===== src/rtl/mmio_uart_tx_if.sv =====
// CPU data-memory port as seen by the memory-mapped UART transmitter.
// The CPU side drives address, store strobe and data; the peripheral returns read data and its select.
interface mmio_uart_tx_if;
    logic [31:0] addr;
    logic [1:0]  mem_write;
    logic [31:0] write_data;
    logic [2:0]  write_length;
    logic [31:0] read_data;
    logic        sel;

    modport master (
        output addr, mem_write, write_data, write_length,
        input  read_data, sel
    );

    modport slave (
        input  addr, mem_write, write_data, write_length,
        output read_data, sel
    );
endinterface


===== src/rtl/mmio_uart_tx.sv =====
// Memory-mapped 8N1 UART transmitter: TXDATA stores are queued in a small FIFO and serialised on tx.
// STATUS is a combinational read so the single-cycle core can load it in the same cycle.
module mmio_uart_tx #(
    parameter logic [31:0] BASE_ADDR    = 32'h0000_0400,
    parameter int unsigned CLKS_PER_BIT = 868,
    parameter int unsigned FIFO_DEPTH   = 4
) (
    input  logic          clock,
    input  logic          rstn,
    mmio_uart_tx_if.slave bus,
    output logic          tx
);
    localparam int unsigned PW          = $clog2(FIFO_DEPTH);
    localparam int unsigned CW          = PW + 1;
    localparam logic [31:0] STATUS_ADDR = BASE_ADDR + 32'd4;
    localparam logic [15:0] BAUD_LAST   = 16'(CLKS_PER_BIT - 1);

    typedef enum logic [1:0] {IDLE, START, DATA, STOP} state_t;

    state_t        state_q, state_d;
    logic [15:0]   baud_q, baud_d;
    logic [2:0]    bit_q, bit_d;
    logic [7:0]    shift_q, shift_d;
    logic          tx_q, tx_d;

    logic [7:0]    mem [FIFO_DEPTH];
    logic [PW-1:0] wr_ptr, rd_ptr;
    logic [CW-1:0] count;
    logic          overflow;

    logic hit_data, hit_stat, store, full, empty, busy, push, drop, pop;
    logic unused_bits;

    assign hit_data    = (bus.addr[31:2] == BASE_ADDR[31:2]);
    assign hit_stat    = (bus.addr[31:2] == STATUS_ADDR[31:2]);
    assign store       = |bus.mem_write;
    assign full        = (count == CW'(FIFO_DEPTH));
    assign empty       = (count == '0);
    assign busy        = (state_q != IDLE);
    assign push        = store & hit_data & ~full;
    assign drop        = store & hit_data & full;
    assign bus.sel     = hit_data | hit_stat;
    assign tx          = tx_q;
    assign unused_bits = ^{bus.write_length, bus.write_data[31:8], bus.addr[1:0]};

    always_comb begin
        bus.read_data = '0;
        if (hit_stat) begin
            bus.read_data[0]       = busy;
            bus.read_data[1]       = full;
            bus.read_data[2]       = empty;
            bus.read_data[3]       = overflow;
            bus.read_data[4 +: CW] = count;
        end
    end

    always_ff @(posedge clock) begin
        if (push) mem[wr_ptr] <= bus.write_data[7:0];
    end

    always_ff @(posedge clock or negedge rstn) begin
        if (!rstn) begin
            wr_ptr   <= '0;
            rd_ptr   <= '0;
            count    <= '0;
            overflow <= 1'b0;
        end else begin
            if (push) wr_ptr <= wr_ptr + PW'(1);
            if (pop)  rd_ptr <= rd_ptr + PW'(1);
            case ({push, pop})
                2'b10:   count <= count + CW'(1);
                2'b01:   count <= count - CW'(1);
                default: count <= count;
            endcase
            if (store && hit_stat) overflow <= 1'b0;
            else if (drop)         overflow <= 1'b1;
        end
    end

    always_ff @(posedge clock or negedge rstn) begin
        if (!rstn) begin
            state_q <= IDLE;
            baud_q  <= '0;
            bit_q   <= '0;
            shift_q <= '0;
            tx_q    <= 1'b1;
        end else begin
            state_q <= state_d;
            baud_q  <= baud_d;
            bit_q   <= bit_d;
            shift_q <= shift_d;
            tx_q    <= tx_d;
        end
    end

    // tx_d is the line level for the cycle after this edge, so tx comes straight from a flop.
    always_comb begin
        state_d = state_q;
        baud_d  = baud_q;
        bit_d   = bit_q;
        shift_d = shift_q;
        tx_d    = tx_q;
        pop     = 1'b0;
        case (state_q)
            IDLE: begin
                tx_d = 1'b1;
                if (!empty) begin
                    pop     = 1'b1;
                    shift_d = mem[rd_ptr];
                    baud_d  = '0;
                    state_d = START;
                    tx_d    = 1'b0;
                end
            end
            START: begin
                if (baud_q == BAUD_LAST) begin
                    baud_d  = '0;
                    bit_d   = '0;
                    state_d = DATA;
                    tx_d    = shift_q[0];
                end else begin
                    baud_d = baud_q + 16'd1;
                end
            end
            DATA: begin
                if (baud_q == BAUD_LAST) begin
                    baud_d  = '0;
                    shift_d = shift_q >> 1;
                    if (bit_q == 3'd7) begin
                        state_d = STOP;
                        tx_d    = 1'b1;
                    end else begin
                        bit_d = bit_q + 3'd1;
                        tx_d  = shift_q[1];
                    end
                end else begin
                    baud_d = baud_q + 16'd1;
                end
            end
            STOP: begin
                tx_d = 1'b1;
                if (baud_q == BAUD_LAST) begin
                    baud_d  = '0;
                    state_d = IDLE;
                end else begin
                    baud_d = baud_q + 16'd1;
                end
            end
            default: state_d = IDLE;
        endcase
    end
endmodule


===== src/flat_wrapper.sv =====
// flat-port wrapper written by rule: the top's interface ports become plain ports
module mmio_uart_tx_flat 
#(
    parameter logic [31:0] BASE_ADDR    = 32'h0000_0400,
    parameter int unsigned CLKS_PER_BIT = 868,
    parameter int unsigned FIFO_DEPTH   = 4
)
  (clock, rstn, tx, bus_addr, bus_mem_write, bus_write_data, bus_write_length, bus_read_data, bus_sel);
  mmio_uart_tx_if bus_i ();
  input  logic clock;
  input  logic rstn;
  output logic tx;
  input wire logic [$bits(bus_i.addr)-1:0] bus_addr;
  input wire logic [$bits(bus_i.mem_write)-1:0] bus_mem_write;
  input wire logic [$bits(bus_i.write_data)-1:0] bus_write_data;
  input wire logic [$bits(bus_i.write_length)-1:0] bus_write_length;
  output wire logic [$bits(bus_i.read_data)-1:0] bus_read_data;
  output wire logic [$bits(bus_i.sel)-1:0] bus_sel;
  assign bus_i.addr = bus_addr;
  assign bus_i.mem_write = bus_mem_write;
  assign bus_i.write_data = bus_write_data;
  assign bus_i.write_length = bus_write_length;
  assign bus_read_data = bus_i.read_data;
  assign bus_sel = bus_i.sel;
  mmio_uart_tx #(.BASE_ADDR(BASE_ADDR), .CLKS_PER_BIT(CLKS_PER_BIT), .FIFO_DEPTH(FIFO_DEPTH)) u_core (.clock(clock), .rstn(rstn), .bus(bus_i), .tx(tx));
endmodule

===== config.mk =====
export PLATFORM = sky130hd
export DESIGN_NAME = mmio_uart_tx_flat
export DESIGN_NICKNAME = d
export VERILOG_FILES = /design/src/rtl/mmio_uart_tx_if.sv /design/src/rtl/mmio_uart_tx.sv /design/src/flat_wrapper.sv
export SDC_FILE = /design/constraint.sdc
export NUM_CORES = 1
export LEC_CHECK = 0
export CAP_MARGIN = 40
export CORE_AREA = 2 2 95 97
export DETAILED_ROUTE_END_ITERATION = 12
export DIE_AREA = 0 0 97 99
export HOLD_SLACK_MARGIN = 0.02
export PLACE_DENSITY = 0.75
export SLEW_MARGIN = 20
export SYNTH_ARGS = -nofsm -noshare
export SYNTH_HDL_FRONTEND = slang
export SYNTH_SLANG_ARGS = --single-unit

===== constraint.sdc =====
create_clock -name clock -period 2.5 [get_ports clock]
set_clock_uncertainty 0.15 [all_clocks]
set_input_delay 0.25 -clock clock [delete_from_list [all_inputs] [get_ports clock]]
set_output_delay 0.25 -clock clock [all_outputs]
set_load 0.03 [all_outputs]

Word-level counts from Yosys, hierarchy flattened
Memory sizes are Yosys's and may differ from the RTL's.
Index checks and enable logic that the tools add are counted.
W data, S select, Z words.

storage, ports and cells
  register bits after elaboration = 38
  memory bits (writable) = 32
  output and inout bits = 34
  logic and storage cells = 80
  memories kept = 1

cells by class
  $add $sub $neg = 6
  equal/unequal tests = 16
  muxes and demuxes = 29
  bitwise logic cells = 5
  reductions and logical operators = 14

memories
  name        depth  bits a word  rd ports  clocked after memory_dff  wr ports  line                RTL
  u_core.mem  4      8            1         0                         1         mmio_uart_tx.sv:26  logic [7:0] mem [FIFO_DEPTH];

operators with widths
  operator                 number
  $eq A30 B9 Y1 const B    2
  $mux W16                 2
  $pmux W16 S2             1
  $add A16 B1 Y16 const B  1
  $eq A16 B10 Y1 const B   1
  $mux W8                  2
  $pmux W8 S2              1
  $pmux W3 S2              2
  $mux W1                  10
  $mux W2                  5
  $reduce_bool A2 Y1       5
  $mux W3                  3
  $ne A2 B1 Y1 const B     4
  $pmux W2 S4              1
  $mux W7                  1
  $add A3 B1 Y3 const B    2
  $eq A2 B2 Y1 const B     3
  $eq A3 B3 Y1 const B     2
  $reduce_and A5 Y1        1
  $add A2 B1 Y2 const B    2
  $eq A2 B1 Y1 const B     2
  $ne A2 B2 Y1 const B     2
  $pmux W1 S4              1
  $reduce_and A4 Y1        1
  11 further kinds         13

Longest topological paths before layout
  word-level depth = 5
  gate-level depth with buffers = 10
  mapped depth without buffers = 10

Worst setup path before layout
No wires, ideal clock.

  path type = in2reg
  from = in bus_addr[9]
  to = reg u_core.count[2]
  library setup time = 0.125 ns
  data arrival time = 2.115 ns
  slack = 0.110 ns
  stages = 10
  path buffers = 0
  cells stage by stage = nor4b_1 nand4_1 nor4b_4 inv_1 ha_1 inv_1 fa_1 xor2_1 nor2_1 xor2_1

between the ends
  longest elaborated chain between the ends = 5
  elaborated cells on any way between the ends = 7

ends and longest elaborated chain
  item                                               line                RTL
  from (decl)                                        flat_wrapper.sv:13  input wire logic [$bits(bus_i.addr)-1:0] bus_addr;
  $eq A30 B9 Y1 *                                    mmio_uart_tx.sv:34  assign hit_data = (bus.addr[31:2] == BASE_ADDR[31:2]);
  $and A1 B1 Y1 * (2 in a row)                       mmio_uart_tx.sv:40  assign push = store & hit_data & ~full;
  $eq A2 B1 Y1 or $eq A2 B2 Y1 (tied branches)       mmio_uart_tx.sv:70  case ({push, pop})
  $pmux W3 S2 or $reduce_bool A2 Y1 (tied branches)  n/a
  to (signal assigned)                               mmio_uart_tx.sv:71  2'b10: count <= count + CW'(1);
  to (signal assigned)                               mmio_uart_tx.sv:72  2'b01: count <= count - CW'(1);
  to (signal assigned)                               mmio_uart_tx.sv:73  default: count <= count;
  to (decl)                                          mmio_uart_tx.sv:28  logic [CW-1:0] count;

Mark *: on every way between the ends. The rest lies on a longest branch, timed or not.
A chain may end at the register's enable or synchronous reset.

Final worst setup path
  from = in bus_addr[9]
  to = out bus_read_data[3]

between the ends
  longest elaborated chain between the ends = 2

ends and longest elaborated chain
  item           line                RTL
  $eq A30 B9 Y1  mmio_uart_tx.sv:35  assign hit_stat = (bus.addr[31:2] == STATUS_ADDR[31:2]);
  $mux W7        mmio_uart_tx.sv:48  if (hit_stat) begin
  to (decl)      flat_wrapper.sv:17  output wire logic [$bits(bus_i.read_data)-1:0] bus_read_data;

Every way passes these cells.

==> results.md <==
- Status: complete, no violations
- # clock sinks: 70
- RSZ-0062 raised after global routing: no
- Critical path startpoint: bus_addr[9]
- Placed cell count: 492
- DR vias: 2717
- Final number of max-transition violations: 0
- Count of cell types in the netlist: 55
- Congestion Overflow GR: 0
- Hold Path Class: input port to asynchronous set/reset pin
- Input/output buffers: 50
- Fmax: 428 MHz
- Layout area overhead: 25.1%
- FFs w/ async S/R, synth: 0.543
- Area leader, netlist: edfxtp_1
- Min Tclk post-route: 2340 ps
- Via density per instance: 5.33
- Worst-path fanout max: 7
- Final Hold Violating Endpoints: 0
- Vias in the first global route: 2764
- Yosys top cell area share: 0.254
- Clock Tree Root: clkbuf_8
- Register area share after synthesis: 0.505
- DRC viols: 0
- Wire length of the first global-routing pass: 12900 um
- Clock buffer depth: 2
- Worst-Skew Late Latency: 340 ps
- Post-synth EDFFs: 32
- Dpl cell area: 4460 sq um
- Total GRT Usage: 0.168
- Fin util: 0.554
- Final nets: 481
- Dpl hpwl: 5550 um
- # fillers: 729
- Synthesized area: 3790 sq um
- Routed WL: 7520 um
- CTS tree: done
- Area contributors post-synth: edfxtp_1 (25%), dfrtp_1 (24%), buf_4 (5.2%)
- Crit path capture type: output pin
- ANT cells: 0
- 1st-pass router iterations: 4
- Cell area after layout: 4740 sq um
- Max VDD drop: 0.626 mV
- Largest net degree at the start of global routing: 28
- CP max-delay cell: clkdlybuf4s50_1
- Clock transition at the registers of the reported paths: 80 ps
- GP Congestion: 0.825
- Period utilization: 0.934
- Standard-cell rows: 34
- Leak Pwr: 1.91 nW
- Hold Worst Slack: 198 ps
- Setup_tns: 0 ps
- Multi-input gate area in the final layout: 1690 sq um
- Mapped Avg Cell Area: 11.6 sq um
- Register area: 1910 sq um
- Crit path cell chain: clkdlybuf4s50_1, nor4b_1, nand4_1, buf_4, nor3_2, and2_1, buf_4
- Crit Reg-Reg Startpoint: u_core.baud_q[13]$_DFFE_PN0N_
- Die Area: 9600 sq um
- Crit path DAT: 1940 ps
- CP max stage delay: 390 ps
- Mapped Cells: 326
- Antenna violations before repair: 0
- PD cells: 537 nW/um^2
- Worst path bufs/invs: 3
- Boundary Pins: 105
- DRT iter0 DRCs: 79
- Die X: 97 um
- Initial Utilization: 0.443
- Worst path top cell family by delay: simple AND/OR/NAND/NOR gates
- Die Y-Extent: 99 um
- Cell Count, Final, Fillers Out: 510
- Core area: 8550 sq um
- WP data required: 2100 ps
- Critical Path Start Type: input port
- H-tree depth: 3
- Critical path type: input port to output pin
- Total CTS buffers: 9
- Max-cap violation count: 0
- Wire per inst: 14.7 um
- Yosys Warn Count: 0
- Number of routed nets with antenna violations: 0
- Layout cells sized above 1: 0.192
- # setup viols final: 0
- Ys flop type: dfrtp_1
- Yosys reg bits: 70
- Most Frequent Cell on Critical Path: buf_4
[per-stage QoR]
step | power [mW] | worst slack, ps
floorplan | 1.46 | 110
global placement | 1.52 | -163
detailed placement | 1.53 | -176
CTS | 2.58 | 61.9
global route | 2.65 | 1.78
finish | 2.54 | 164
[logic make-up (layout without fill, tap and decap cells)]
family          Yosys count  count (layout)  synth area share
simple gates            121             121             0.181
flops                    70              70             0.505
buf+inv                  51             103            0.0806
compound gates           42              42            0.0858
mux                      22              22            0.0885
fa+ha+maj                13              13            0.0449
xor+xnor                  6               6            0.0139
other cells               1              25          0.000989
[registers in the layout (all words and copies together), names as in the netlist]
name,count
u_core.bit_q,3
u_core.mem,32
u_core.rd_ptr,2
u_core.count,3
u_core.shift_q,8
u_core.tx,1
u_core.wr_ptr,2
u_core.state_q,2
u_core.baud_q,16
u_core.overflow,1
[metal layers]
metal,share of wire,GRT usage
met1,0.42,0.197
met2,0.54,0.307
met3,0.034,0.0433
met4,0.0039,0.0455
met5,0,0
[cell usage after synthesis (3+ instances only)]
master and n:
a211oi_1 3, a22o_1 3, and2_1 12, buf_4 26, clkbuf_1 8, dfrtp_1 37
edfxtp_1 32, ha_1 12, inv_1 13, mux2_2 11, mux4_2 8, nand2_1 33
nand3_1 4, nand4_1 4, nor2_1 14, nor3_1 14, nor3b_1 3, nor4_1 15
nor4b_1 7, o21a_1 5, o21ai_0 3, o22a_1 4, o2bb2ai_1 3, o311ai_0 4
o31ai_1 5, xnor2_1 3, xor2_1 3
[area by class of cell]
| cell class | count | area share |
|---|---|---|
| inverter | 13 | 0.0103 |
| sequential | 70 | 0.404 |
| tap | 108 | 0.0285 |
| multi-input combinational | 229 | 0.357 |
| clock inverter | 7 | 0.0224 |
| clock buffer | 9 | 0.0261 |
| timing repair buffer | 74 | 0.152 |
[report_power, final]
group	switching [mW]	internal [mW]	total, mW	leakage (nW)
clock	0.454	0.577	1.03	0.116
combinational	0.105	0.115	0.220	1.03
sequential	0.0351	1.26	1.29	0.766
total	0.594	1.95	2.54	1.91
[repair_timing]
item,in CTS,in global routing
hold buffers,1,0
setup buffers,0,0
resized for setup,0,5
hold endpoints to repair,37,0
setup endpoints to repair,0,5
[worst paths after layout]
check | depth (start not counted) | to | slack (ps)
worst min register to register | 1 | u_core.shift_q[0]$_DFFE_PN0P_ | 370
worst max-delay path | 7 | bus_read_data[3] | 160
worst max register to register | 5 | u_core.baud_q[10]$_DFFE_PN0N_ | 190
max in group asynchronous | 3 | u_core.tx$_DFFE_PN1P_ | 1470
min in group clock | 1 | u_core.shift_q[0]$_DFFE_PN0P_ | 370
worst min-delay path | 2 | u_core.baud_q[12]$_DFFE_PN0N_ | 200
[cell usage in the layout (no fill, tap or decap), types with 11 or more instances in the layout]
cell | synthesis | final
inv_1 | 13 | 13
mux2_2 | 11 | 11
and2_1 | 12 | 12
buf_4 | 26 | 25
dfrtp_1 | 37 | 37
conb_1 | 1 | 25
edfxtp_1 | 32 | 32
nor3_1 | 14 | 13
nor2_1 | 14 | 14
nand2_1 | 33 | 33
ha_1 | 12 | 12
clkdlybuf4s50_1 | 0 | 41
nor4_1 | 15 | 11
No activity file was read; power rests on OpenSTA's default activity.
